--- src/rtl/des_key_sched_ctrl_pkg.sv ---
// Shared constants for the sequential DES key scheduler: PC-1 / PC-2
// permutation tables, the per-round shift schedule, FSM state encoding
// and the 28-bit circular rotate helpers.
package des_key_sched_ctrl_pkg;

    localparam int NROUNDS = 16;
    localparam int HALF_W  = 28;
    localparam int KEY_W   = 64;
    localparam int CD_W    = 2 * HALF_W;
    localparam int SK_W    = 48;

    // PC-1: entry i is the DES key bit (1-based, bit 1 = MSB) feeding output bit i+1
    localparam int PC1_TAB [CD_W] = '{
        57, 49, 41, 33, 25, 17,  9,  1, 58, 50, 42, 34, 26, 18,
        10,  2, 59, 51, 43, 35, 27, 19, 11,  3, 60, 52, 44, 36,
        63, 55, 47, 39, 31, 23, 15,  7, 62, 54, 46, 38, 30, 22,
        14,  6, 61, 53, 45, 37, 29, 21, 13,  5, 28, 20, 12,  4
    };

    // PC-2: entry i is the {C,D} bit (1-based, C bit 1 = MSB) feeding subkey bit i+1
    localparam int PC2_TAB [SK_W] = '{
        14, 17, 11, 24,  1,  5,  3, 28, 15,  6, 21, 10,
        23, 19, 12,  4, 26,  8, 16,  7, 27, 20, 13,  2,
        41, 52, 31, 37, 47, 55, 30, 40, 51, 45, 33, 48,
        44, 49, 39, 56, 34, 53, 46, 42, 50, 36, 29, 32
    };

    // Left-rotate amount applied before producing K1..K16 (index 0 = round 1)
    localparam int SHIFT_TAB [NROUNDS] = '{
        1, 1, 2, 2, 2, 2, 2, 2, 1, 2, 2, 2, 2, 2, 2, 1
    };

    typedef enum logic [0:0] {
        ST_IDLE = 1'b0,
        ST_RUN  = 1'b1
    } state_e;

    // Bit i set when SHIFT_TAB[i] is a double rotate; keeps the datapath a 2:1 mux
    function automatic logic [NROUNDS-1:0] shift_two_mask();
        logic [NROUNDS-1:0] m;
        m = '0;
        for (int i = 0; i < NROUNDS; i++) begin
            m[i] = (SHIFT_TAB[i] == 2);
        end
        return m;
    endfunction

    localparam logic [NROUNDS-1:0] SHIFT_TWO = shift_two_mask();

    // MSB holds DES bit 1, so a DES left rotate moves bits toward the MSB
    function automatic logic [HALF_W-1:0] rotl(input logic [HALF_W-1:0] x, input logic two);
        return two ? {x[HALF_W-3:0], x[HALF_W-1:HALF_W-2]} : {x[HALF_W-2:0], x[HALF_W-1]};
    endfunction

    function automatic logic [HALF_W-1:0] rotr(input logic [HALF_W-1:0] x, input logic two);
        return two ? {x[1:0], x[HALF_W-1:2]} : {x[0], x[HALF_W-1:1]};
    endfunction

endpackage

--- src/rtl/des_key_sched_ctrl_if.sv ---
// Key-source and round-engine handshake bundle for des_key_sched_ctrl.
// master: the key scheduler itself; slave: key source + round engine side.
interface des_key_sched_ctrl_if;
    logic        key_valid;
    logic        key_ready;
    logic [63:0] key;
    logic        decrypt;
    logic        sk_valid;
    logic        sk_ready;
    logic [47:0] sk_data;
    logic [3:0]  sk_round;
    logic        sk_last;
    logic        busy;
    logic        key_err;

    modport master (
        input  key_valid, key, decrypt, sk_ready,
        output key_ready, sk_valid, sk_data, sk_round, sk_last, busy, key_err
    );

    modport slave (
        output key_valid, key, decrypt, sk_ready,
        input  key_ready, sk_valid, sk_data, sk_round, sk_last, busy, key_err
    );
endinterface

--- src/rtl/des_key_sched_ctrl_pc2.sv ---
// des_pc2: purely combinational 56->48 PC-2 compression of the {C,D} register.
module des_pc2
    import des_key_sched_ctrl_pkg::*;
(
    input  logic [CD_W-1:0] cd_in,
    output logic [SK_W-1:0] sk_out
);
    genvar gi;
    generate
        for (gi = 0; gi < SK_W; gi++) begin : g_pc2
            assign sk_out[SK_W-1-gi] = cd_in[CD_W - PC2_TAB[gi]];
        end
    endgenerate
endmodule

--- src/rtl/des_key_sched_ctrl.sv ---
// des_key_sched_ctrl: sequential DES key scheduler. Applies PC-1 once at key
// acceptance, then rotates C/D one round per subkey handshake and streams the
// PC-2 subkeys K1..K16 (encrypt) or K16..K1 (decrypt).
// Optional build macro DES_KEY_PARITY_CHK_EN: reject keys with any even-parity
// byte and pulse key_err instead of starting a schedule.
module des_key_sched_ctrl
    import des_key_sched_ctrl_pkg::*;
#(
    parameter bit IDLE_ZERO = 1'b1
) (
    input  logic                 clk,
    input  logic                 rst,
    des_key_sched_ctrl_if.master bus
);

    state_e            state_q, state_d;
    logic [HALF_W-1:0] c_q, c_d;
    logic [HALF_W-1:0] d_q, d_d;
    logic              dir_q, dir_d;
    logic [3:0]        round_q, round_d;
    logic              key_err_q, key_err_d;

    logic [CD_W-1:0]   pc1_out;
    logic [SK_W-1:0]   pc2_out;
    logic              key_bad;
    logic              sk_valid;
    logic              sh_two;

    genvar gi;

    // PC-1 is pure wiring; the 8 parity bits never reach it
    generate
        for (gi = 0; gi < CD_W; gi++) begin : g_pc1
            assign pc1_out[CD_W-1-gi] = bus.key[KEY_W - PC1_TAB[gi]];
        end
    endgenerate

`ifdef DES_KEY_PARITY_CHK_EN
    logic [7:0] byte_ok;
    generate
        for (gi = 0; gi < 8; gi++) begin : g_par
            assign byte_ok[gi] = ^bus.key[8*gi +: 8];
        end
    endgenerate
    assign key_bad = ~&byte_ok;
`else
    logic [7:0] unused_par_bits;
    generate
        for (gi = 0; gi < 8; gi++) begin : g_par
            assign unused_par_bits[gi] = bus.key[8*gi];
        end
    endgenerate
    assign key_bad = 1'b0;
`endif

    // Encrypt walks the table forward from round n+2; decrypt walks it backward
    assign sh_two = dir_q ? SHIFT_TWO[4'd15 - round_q] : SHIFT_TWO[round_q + 4'd1];

    // Next-state, key load and per-handshake C/D rotation
    always_comb begin
        state_d   = state_q;
        c_d       = c_q;
        d_d       = d_q;
        dir_d     = dir_q;
        round_d   = round_q;
        key_err_d = 1'b0;
        unique case (state_q)
            ST_IDLE: begin
                if (bus.key_valid) begin
                    if (key_bad) begin
                        key_err_d = 1'b1;
                    end else begin
                        state_d = ST_RUN;
                        dir_d   = bus.decrypt;
                        round_d = 4'd0;
                        if (bus.decrypt) begin
                            // C16/D16 equals C0/D0 after the full 28-bit shift budget
                            c_d = pc1_out[CD_W-1:HALF_W];
                            d_d = pc1_out[HALF_W-1:0];
                        end else begin
                            c_d = rotl(pc1_out[CD_W-1:HALF_W], 1'b0);
                            d_d = rotl(pc1_out[HALF_W-1:0], 1'b0);
                        end
                    end
                end
            end
            ST_RUN: begin
                if (bus.sk_ready) begin
                    if (round_q == 4'(NROUNDS - 1)) begin
                        state_d = ST_IDLE;
                        round_d = 4'd0;
                    end else begin
                        round_d = round_q + 4'd1;
                        if (dir_q) begin
                            c_d = rotr(c_q, sh_two);
                            d_d = rotr(d_q, sh_two);
                        end else begin
                            c_d = rotl(c_q, sh_two);
                            d_d = rotl(d_q, sh_two);
                        end
                    end
                end
            end
            default: state_d = ST_IDLE;
        endcase
    end

    // State register; reset wins over any handshake in the same cycle
    always_ff @(posedge clk) begin
        if (rst) begin
            state_q   <= ST_IDLE;
            c_q       <= '0;
            d_q       <= '0;
            dir_q     <= 1'b0;
            round_q   <= 4'd0;
            key_err_q <= 1'b0;
        end else begin
            state_q   <= state_d;
            c_q       <= c_d;
            d_q       <= d_d;
            dir_q     <= dir_d;
            round_q   <= round_d;
            key_err_q <= key_err_d;
        end
    end

    des_pc2 u_pc2 (
        .cd_in  ({c_q, d_q}),
        .sk_out (pc2_out)
    );

    assign sk_valid     = (state_q == ST_RUN);
    assign bus.sk_valid = sk_valid;
    assign bus.key_ready = (state_q == ST_IDLE);
    assign bus.busy     = (state_q != ST_IDLE);
    assign bus.sk_round = round_q;
    assign bus.sk_last  = sk_valid && (round_q == 4'(NROUNDS - 1));
    assign bus.key_err  = key_err_q;

    generate
        if (IDLE_ZERO) begin : g_idle_zero
            assign bus.sk_data = sk_valid ? pc2_out : '0;
        end else begin : g_idle_pass
            assign bus.sk_data = pc2_out;
        end
    endgenerate

endmodule
--- src/flat_wrapper.sv ---
// flat-port wrapper written by rule: the top's interface ports become plain ports
module des_key_sched_ctrl_flat import des_key_sched_ctrl_pkg::*;
#(
    parameter bit IDLE_ZERO = 1'b1
)
  (clk, rst, bus_key_valid, bus_key, bus_decrypt, bus_sk_ready, bus_key_ready, bus_sk_valid, bus_sk_data, bus_sk_round, bus_sk_last, bus_busy, bus_key_err);
  des_key_sched_ctrl_if bus_i ();
  input  logic clk;
  input  logic rst;
  input wire logic [$bits(bus_i.key_valid)-1:0] bus_key_valid;
  input wire logic [$bits(bus_i.key)-1:0] bus_key;
  input wire logic [$bits(bus_i.decrypt)-1:0] bus_decrypt;
  input wire logic [$bits(bus_i.sk_ready)-1:0] bus_sk_ready;
  output wire logic [$bits(bus_i.key_ready)-1:0] bus_key_ready;
  output wire logic [$bits(bus_i.sk_valid)-1:0] bus_sk_valid;
  output wire logic [$bits(bus_i.sk_data)-1:0] bus_sk_data;
  output wire logic [$bits(bus_i.sk_round)-1:0] bus_sk_round;
  output wire logic [$bits(bus_i.sk_last)-1:0] bus_sk_last;
  output wire logic [$bits(bus_i.busy)-1:0] bus_busy;
  output wire logic [$bits(bus_i.key_err)-1:0] bus_key_err;
  assign bus_i.key_valid = bus_key_valid;
  assign bus_i.key = bus_key;
  assign bus_i.decrypt = bus_decrypt;
  assign bus_i.sk_ready = bus_sk_ready;
  assign bus_key_ready = bus_i.key_ready;
  assign bus_sk_valid = bus_i.sk_valid;
  assign bus_sk_data = bus_i.sk_data;
  assign bus_sk_round = bus_i.sk_round;
  assign bus_sk_last = bus_i.sk_last;
  assign bus_busy = bus_i.busy;
  assign bus_key_err = bus_i.key_err;
  des_key_sched_ctrl #(.IDLE_ZERO(IDLE_ZERO)) u_core (.clk(clk), .rst(rst), .bus(bus_i));
endmodule
--- config.mk ---
export PLATFORM = sky130hd
export DESIGN_NAME = des_key_sched_ctrl_flat
export DESIGN_NICKNAME = d
export VERILOG_FILES = /design/src/rtl/des_key_sched_ctrl_pkg.sv /design/src/rtl/des_key_sched_ctrl_if.sv /design/src/rtl/des_key_sched_ctrl_pc2.sv /design/src/rtl/des_key_sched_ctrl.sv /design/src/flat_wrapper.sv
export SDC_FILE = /design/constraint.sdc
export NUM_CORES = 1
export LEC_CHECK = 0
export CAP_MARGIN = 20
export CELL_PAD_IN_SITES_DETAIL_PLACEMENT = 1
export CELL_PAD_IN_SITES_GLOBAL_PLACEMENT = 1
export CORE_MARGIN = 10
export CORE_UTILIZATION = 41
export DETAILED_ROUTE_END_ITERATION = 12
export GPL_TIMING_DRIVEN = 0
export PLACE_DENSITY_LB_ADDON = 0.1
export SLEW_MARGIN = 20
export SYNTH_ARGS = -nofsm -noshare
export SYNTH_HDL_FRONTEND = slang
export SYNTH_SLANG_ARGS = --single-unit
--- constraint.sdc ---
create_clock -name clk -period 4.1 [get_ports clk]
set_input_delay 0.82 -clock clk [delete_from_list [all_inputs] [get_ports clk]]
set_output_delay 0.82 -clock clk [all_outputs]
set_load 0.005 [all_outputs]
==> out/results.tsv, run 1 <==
metric	value	unit
FMAX	312	MHz
outcome	complete, no violations	
Routed WL	26900	um
Worst Tran Pin Value	0.872	ns
total clock sinks	62	
dpl ws	1.07	ns
Hold WS	0.614	ns
ys flop type	dfxtp_1	
unrepaired setup endpoints after global routing	false	
fin cells	1092	
DP HPWL	18700	um
Core Region	0.0145	mm2
Area contributors post-synth	dfxtp_1, mux2i_1, o221ai_1, o2bb2ai_1, o31ai_1	
Clock Tree Root	clkbuf_16	
Reg clk slew, reported paths	0.06	ns
dpl cells	1076	
Mapped Area	0.00607	mm2
Post-CTS Setup Inserts	0	
# hold bufs at CTS	0	
startpoint class of the critical path	flop	
mean area per synthesized cell	7.80	um2
routed len/inst	24.6	um
post-synth top area cell	dfxtp_1	
max-slew violations	0	
post-CTS resize count	0	
slew margin rel.	41.9	%
PD cells	281	mW/mm2
vias in the first global route	7475	
most instantiated cells after synthesis	nor2_1, dfxtp_1, a21oi_1	
Final Util	53.2	%
io pins	126	
top-area cell type share of the netlist area	20.4	%
GPL Wtd Cong	0.902	
DRT antenna net count	0	
EDFF count, synth	0	
initial DRC count	736	
Logic pwr share	28.0	%
final worst slack	0.894	ns
first-pass GRT wire length	42200	um
drt drc	0	
largest net degree at the start of global routing	11	
sequential share of power	36.5	%
clk_lat worst skew	0.35	ns
Layout Nets	974	
fill count	1814	
Longest Clk Path Bufs	2	
share of layout cells above drive strength 1	9.36	%
hold crit path type	flop to flop	
FFs w/ async S/R, synth	0	%
Syn Inst Count	778	
drt via density	6.80	
# setup viols final	0	
min cycle time layout	3.21	ns
synthesis-stage register bit count	62	
CTS tree	done	
H-tree depth	3	
global router's overall resource usage	25.7	%
synth unique cells	39	
maximum vdd drop	0.224	mV
Initial DRT Pass Iterations	5	
CP Max Fanout	10	
Final Skew	0.00475	ns
top-count cell post-synth	nor2_1	
CTS Buf Count	9	
Vias	7431	
Psw	760	uW
antenna diode count	0	
Worst Path Required	3.28	ns
number of nets produced by synthesis	849	
Yosys warnings	0	
initial antenna violation count	0	
Switching Share	35.0	%
area grow syn2layout	27.3	%
initial core utilization	41.8	%
die height	142	um
Setup TNS	0	ns
total of max-cap violations	0	
P_int	1410	uW
Clock Power Share	35.5	%
critical path class	flop to output pin	
arrival time worst endpoint	2.39	ns
Die ar.	0.0201	mm2
Die W	142	um
Lkg Pwr	0.00270	uW
grt ovf	0	
Final period util	78.2	%
I/O Buffers	114	
sequential element share of the synthesized area	20.4	%
CP endpoint kind	output pin	
Hold Violations, Final	0	
Rows	44	
[layer usage]
layer  routed length [um]  GRT usage [%]
met1                11300           33.2
met2                12500           41.0
met3                 2400           5.71
met4                  623           8.93
met5                    0              0
[power by group through the flow]
stage | Sequential (uW) | Combinational [uW] | Clock (uW)
6_report | 793 | 609 | 773
5_1_grt | 800 | 657 | 804
4_1_cts | 784 | 601 | 771
3_5_place_dp | 796 | 595 | 0
3_3_place_gp | 793 | 579 | 0
2_1_floorplan | 746 | 374 | 0
[layout make-up]
cell class / instances / area [um2] / share of cell area [%]
Buffer: 109 / 561 / 7.25
Clock buffer: 12 / 267 / 3.45
Clock inverter: 4 / 20.0 / 0.259
Inverter: 6 / 22.5 / 0.291
Multi-Input combinational cell: 601 / 4250 / 54.9
Sequential cell: 62 / 1240 / 16.1
Tap cell: 184 / 230 / 2.98
Timing Repair Buffer: 114 / 1140 / 14.8
[logic make-up after synthesis]
kind of cell    Yosys count  synth area share (%)
other cells               1                0.0618
flops                    62                  20.4
buf+inv                 115                  9.60
simple gates            247                  21.6
fa+ha+maj                 2                 0.412
compound gates          293                  38.2
mux                      58                  9.65
[through the flow]
step                total power, uW  instance area [um2]
floorplan                      1120                 6070
global placement               1370                 7440
detailed placement             1390                 7440
CTS                            2160                 7730
global route                   2260                 7730
finish                         2170                 7730
[worst paths after layout]
kind	start	end	slack (ns)	cells after the start
min reg2reg	u_core.c_q[3]	u_core.c_q[3]	0.61	2
max reg2reg	u_core.bus.sk_round[0]	u_core.d_q[11]	1.37	8
min	u_core.c_q[3]	u_core.c_q[3]	0.61	2
max	u_core.bus.busy	bus_sk_data[22]	0.89	4
[critical path, cell delays in order, from the launching register on]
cell	delay, ns
dfxtp_1	0.39
buf_4	0.19
clkbuf_1	0.67
and2_1	0.27
clkdlybuf4s50_1	0.52
[cells in the final DEF (no fill, tap or decap), drive strengths merged, types with 4 or more instances in the layout]
| cell type | netlist | routed |
|---|---|---|
| a211oi | 5 | 5 |
| a21oi | 58 | 58 |
| a311oi | 52 | 52 |
| a31oi | 4 | 4 |
| and2 | 49 | 49 |
| buf | 60 | 60 |
| clkbuf | 49 | 61 |
| clkdlybuf4s50 | 0 | 114 |
| clkinv | 0 | 4 |
| dfxtp | 62 | 62 |
| inv | 6 | 6 |
| mux2i | 57 | 57 |
| nand2 | 4 | 4 |
| nor2 | 65 | 65 |
| nor2b | 4 | 4 |
| nor3 | 55 | 55 |
| nor4 | 5 | 5 |
| o221ai | 56 | 56 |
| o2bb2ai | 56 | 56 |
| o31ai | 56 | 56 |
| or2 | 4 | 4 |
| or3 | 52 | 52 |
[sequential cells by signal, summed over array words and instances, names as in the netlist]
name and count:
u_core.d_q 28, u_core.bus.sk_round 4, u_core.bus.busy 1, u_core.dir_q 1, u_core.c_q 28
Note: power is estimated with default switching activity, not from simulation.
==> inputs of run 2 (changes only) <==
CORE_UTILIZATION = 38   (was 41)
clock period = 3.25 ns   (was 4.1 ns; I/O delays follow)
==> run 2 against run 1 <==
Net effect:
- clock-buffer cell count up 1
- sequential share of layout area shrank 0.060 points
- sequential power rose by 26%
- register-to-register slack got worse by 0.87 ns
- clock skew increased by 0.00077 ns
- sequential cell count unchanged
- critical path type unchanged
==> out/results.tsv, run 2 (same netlist as run 1, synthesis figures left out) <==
metric	value	unit	change
largest net degree at the start of global routing	11		unchanged
Lkg Pwr	0.00269	uW	-0.39%
Hold Violations, Final	0		unchanged
CP Max Fanout	10		unchanged
# hold bufs at CTS	0		unchanged
Final Util	49.2	%	-4.0 points
hold crit path type	input port to flop		
DP HPWL	19300	um	+3.3%
total of max-cap violations	0		unchanged
HP Start	rst		
worst r2r dst	u_core.d_q[11]		
CTS Buf Count	9		unchanged
Setup TNS	0	ns	unchanged
global router's overall resource usage	24.4	%	-1.3 points
io pins	126		unchanged
min cycle time layout	3.01	ns	
unrepaired setup endpoints after global routing	false		
drt via density	6.54		-3.9%
r2r worst-path depth	8		unchanged
Layout Nets	974		unchanged
antenna diode count	0		unchanged
Hold Path End	u_core.dir_q		
GPL Wtd Cong	0.922		+2.2%
maximum vdd drop	0.276	mV	+23%
dpl cells	1108		+3.0%
Final period util	92.6	%	
fin cells	1122		+2.7%
clk_lat worst skew	0.35	ns	about the same
commonest non-fill, non-tap cell in the layout	clkdlybuf4s50_1		
Post-CTS Setup Inserts	0		unchanged
initial core utilization	38.5	%	-3.3 points
Core Region	0.0158	mm2	+8.5%
final worst slack	0.240	ns	-0.654 ns
vias in the first global route	7599		+1.7%
Initial DRT Pass Iterations	5		unchanged
peak per-stage delay on the critical path	0.65	ns	-0.02 ns
arrival time worst endpoint	2.36	ns	-0.03 ns
worst path bufs/invs	3		unchanged
worst hold stages	2		unchanged
FMAX	332	MHz	
Vias	7341		-1.2%
DRT antenna net count	0		unchanged
placed cell area	0.00748	mm2	+0.54%
critical path class	flop to output pin		
slew margin rel.	43.9	%	+2.0 points
drt drc	0		unchanged
launch point of the worst reg-to-reg path	u_core.bus.sk_round[0]		
share of layout cells above drive strength 1	9.05	%	-0.31 points
Reg clk slew, reported paths	0.06	ns	about the same
first-pass GRT wire length	43100	um	+2.0%
r2r setup slk	0.50	ns	-0.87 ns
Worst Tran Pin Value	0.842	ns	-0.0297 ns
CTS tree	done		
Routed WL	27200	um	+1.1%
routed len/inst	24.2	um	-1.6%
initial DRC count	536		-27%
Longest Clk Path Bufs	2		unchanged
outcome	complete, no violations		
PD cells	350	mW/mm2	+25%
Clock Tree Root	clkbuf_16		
post-CTS resize count	0		unchanged
Die ar.	0.0214	mm2	+6.8%
CP endpoint kind	output pin		
die height	146	um	+3.3%
max-slew violations	0		unchanged
startpoint class of the critical path	flop		
critical-path cell list	buf_4 > clkbuf_1 > and2_1 > clkdlybuf4s50_1		
total clock sinks	62		unchanged
Top Family by Delay on Critical Path	buffers and inverters		
fin area	0.00776	mm2	+0.37%
initial antenna violation count	0		unchanged
grt ovf	0		unchanged
H-tree depth	3		unchanged
most frequent cells in the layout	clkdlybuf4s50_1, nor2_1, dfxtp_1		
I/O Buffers	114		unchanged
dpl ws	0.295	ns	-0.773 ns
# setup viols final	0		unchanged
Rows	46		+4.5%
Worst Path Required	2.60	ns	-0.68 ns
Die W	146	um	+3.3%
fill count	1943		+7.1%
Slowest-stage cell, CP	clkbuf_1		
crit path launch	u_core.bus.busy		
Final Skew	0.00552	ns	+0.000773 ns
area grow syn2layout	27.8	%	
==> run 2: cell count changes in the layout (fill, tap and decap cells not counted) <==
| cell | before | now |
|---|---|---|
| clkbuf_1 | 49 | 50 |
| clkinv_2 | 4 | 1 |
==> run 2: power by group <==
group | internal [uW] | switching (uW)
Clock | 570 | 385
Combinational | 373 | 393
Sequential | 837 | 161
Total | 1780 | 939
==> run 2: per-stage QoR <==
| step | total power, uW | hold WS (ns) |
|---|---|---|
| after floorplan | 1410 | 0.508 |
| after global placement | 1740 | 0.579 |
| after detailed placement | 1760 | 0.590 |
| after CTS | 2710 | 0.597 |
| after global routing | 2830 | 0.628 |
| final | 2720 | 0.607 |
==> run 2: worst reg2reg max path: stages, from the launching register on <==
cell and delay [ns]:
dfxtp_1 0.43, inv_1 0.11, ha_1 0.38, nor4_1 0.37, clkbuf_1 0.49, buf_2 0.33, or3_1 0.14, nor3_1 0.05
o31ai_1 0.34
==> run 2: worst max-delay path by stage <==
| stage | cells past startpoint | endpoint | slack [ns] |
|---|---|---|---|
| after floorplan | 8 | u_core.d_q[27] | 1.18 |
| after global placement | 7 | u_core.d_q[26] | 0.38 |
| after detailed placement | 7 | u_core.d_q[26] | 0.29 |
| after CTS | 4 | bus_sk_data[41] | 0.22 |
| after global routing | 4 | bus_sk_data[41] | 0.09 |
| final | 4 | bus_sk_data[41] | 0.24 |
==> run 2: layout make-up <==
class	instances	area (um2)	area share (%)
Timing Repair Buffer	114	1140	14.7
Sequential cell	62	1240	16.0
Clock buffer	13	270	3.48
Tap cell	216	270	3.48
Multi-Input combinational cell	601	4250	54.7
Clock inverter	1	5.00	0.0645
Inverter	6	22.5	0.290
Buffer	109	561	7.23
==> run 2: routing by layer <==
metal | global-route usage, % | routed length [um]
met5 | 0 | 0
met4 | 9.66 | 616
met3 | 6.15 | 2250
met2 | 38.6 | 12600
met1 | 31.1 | 11700
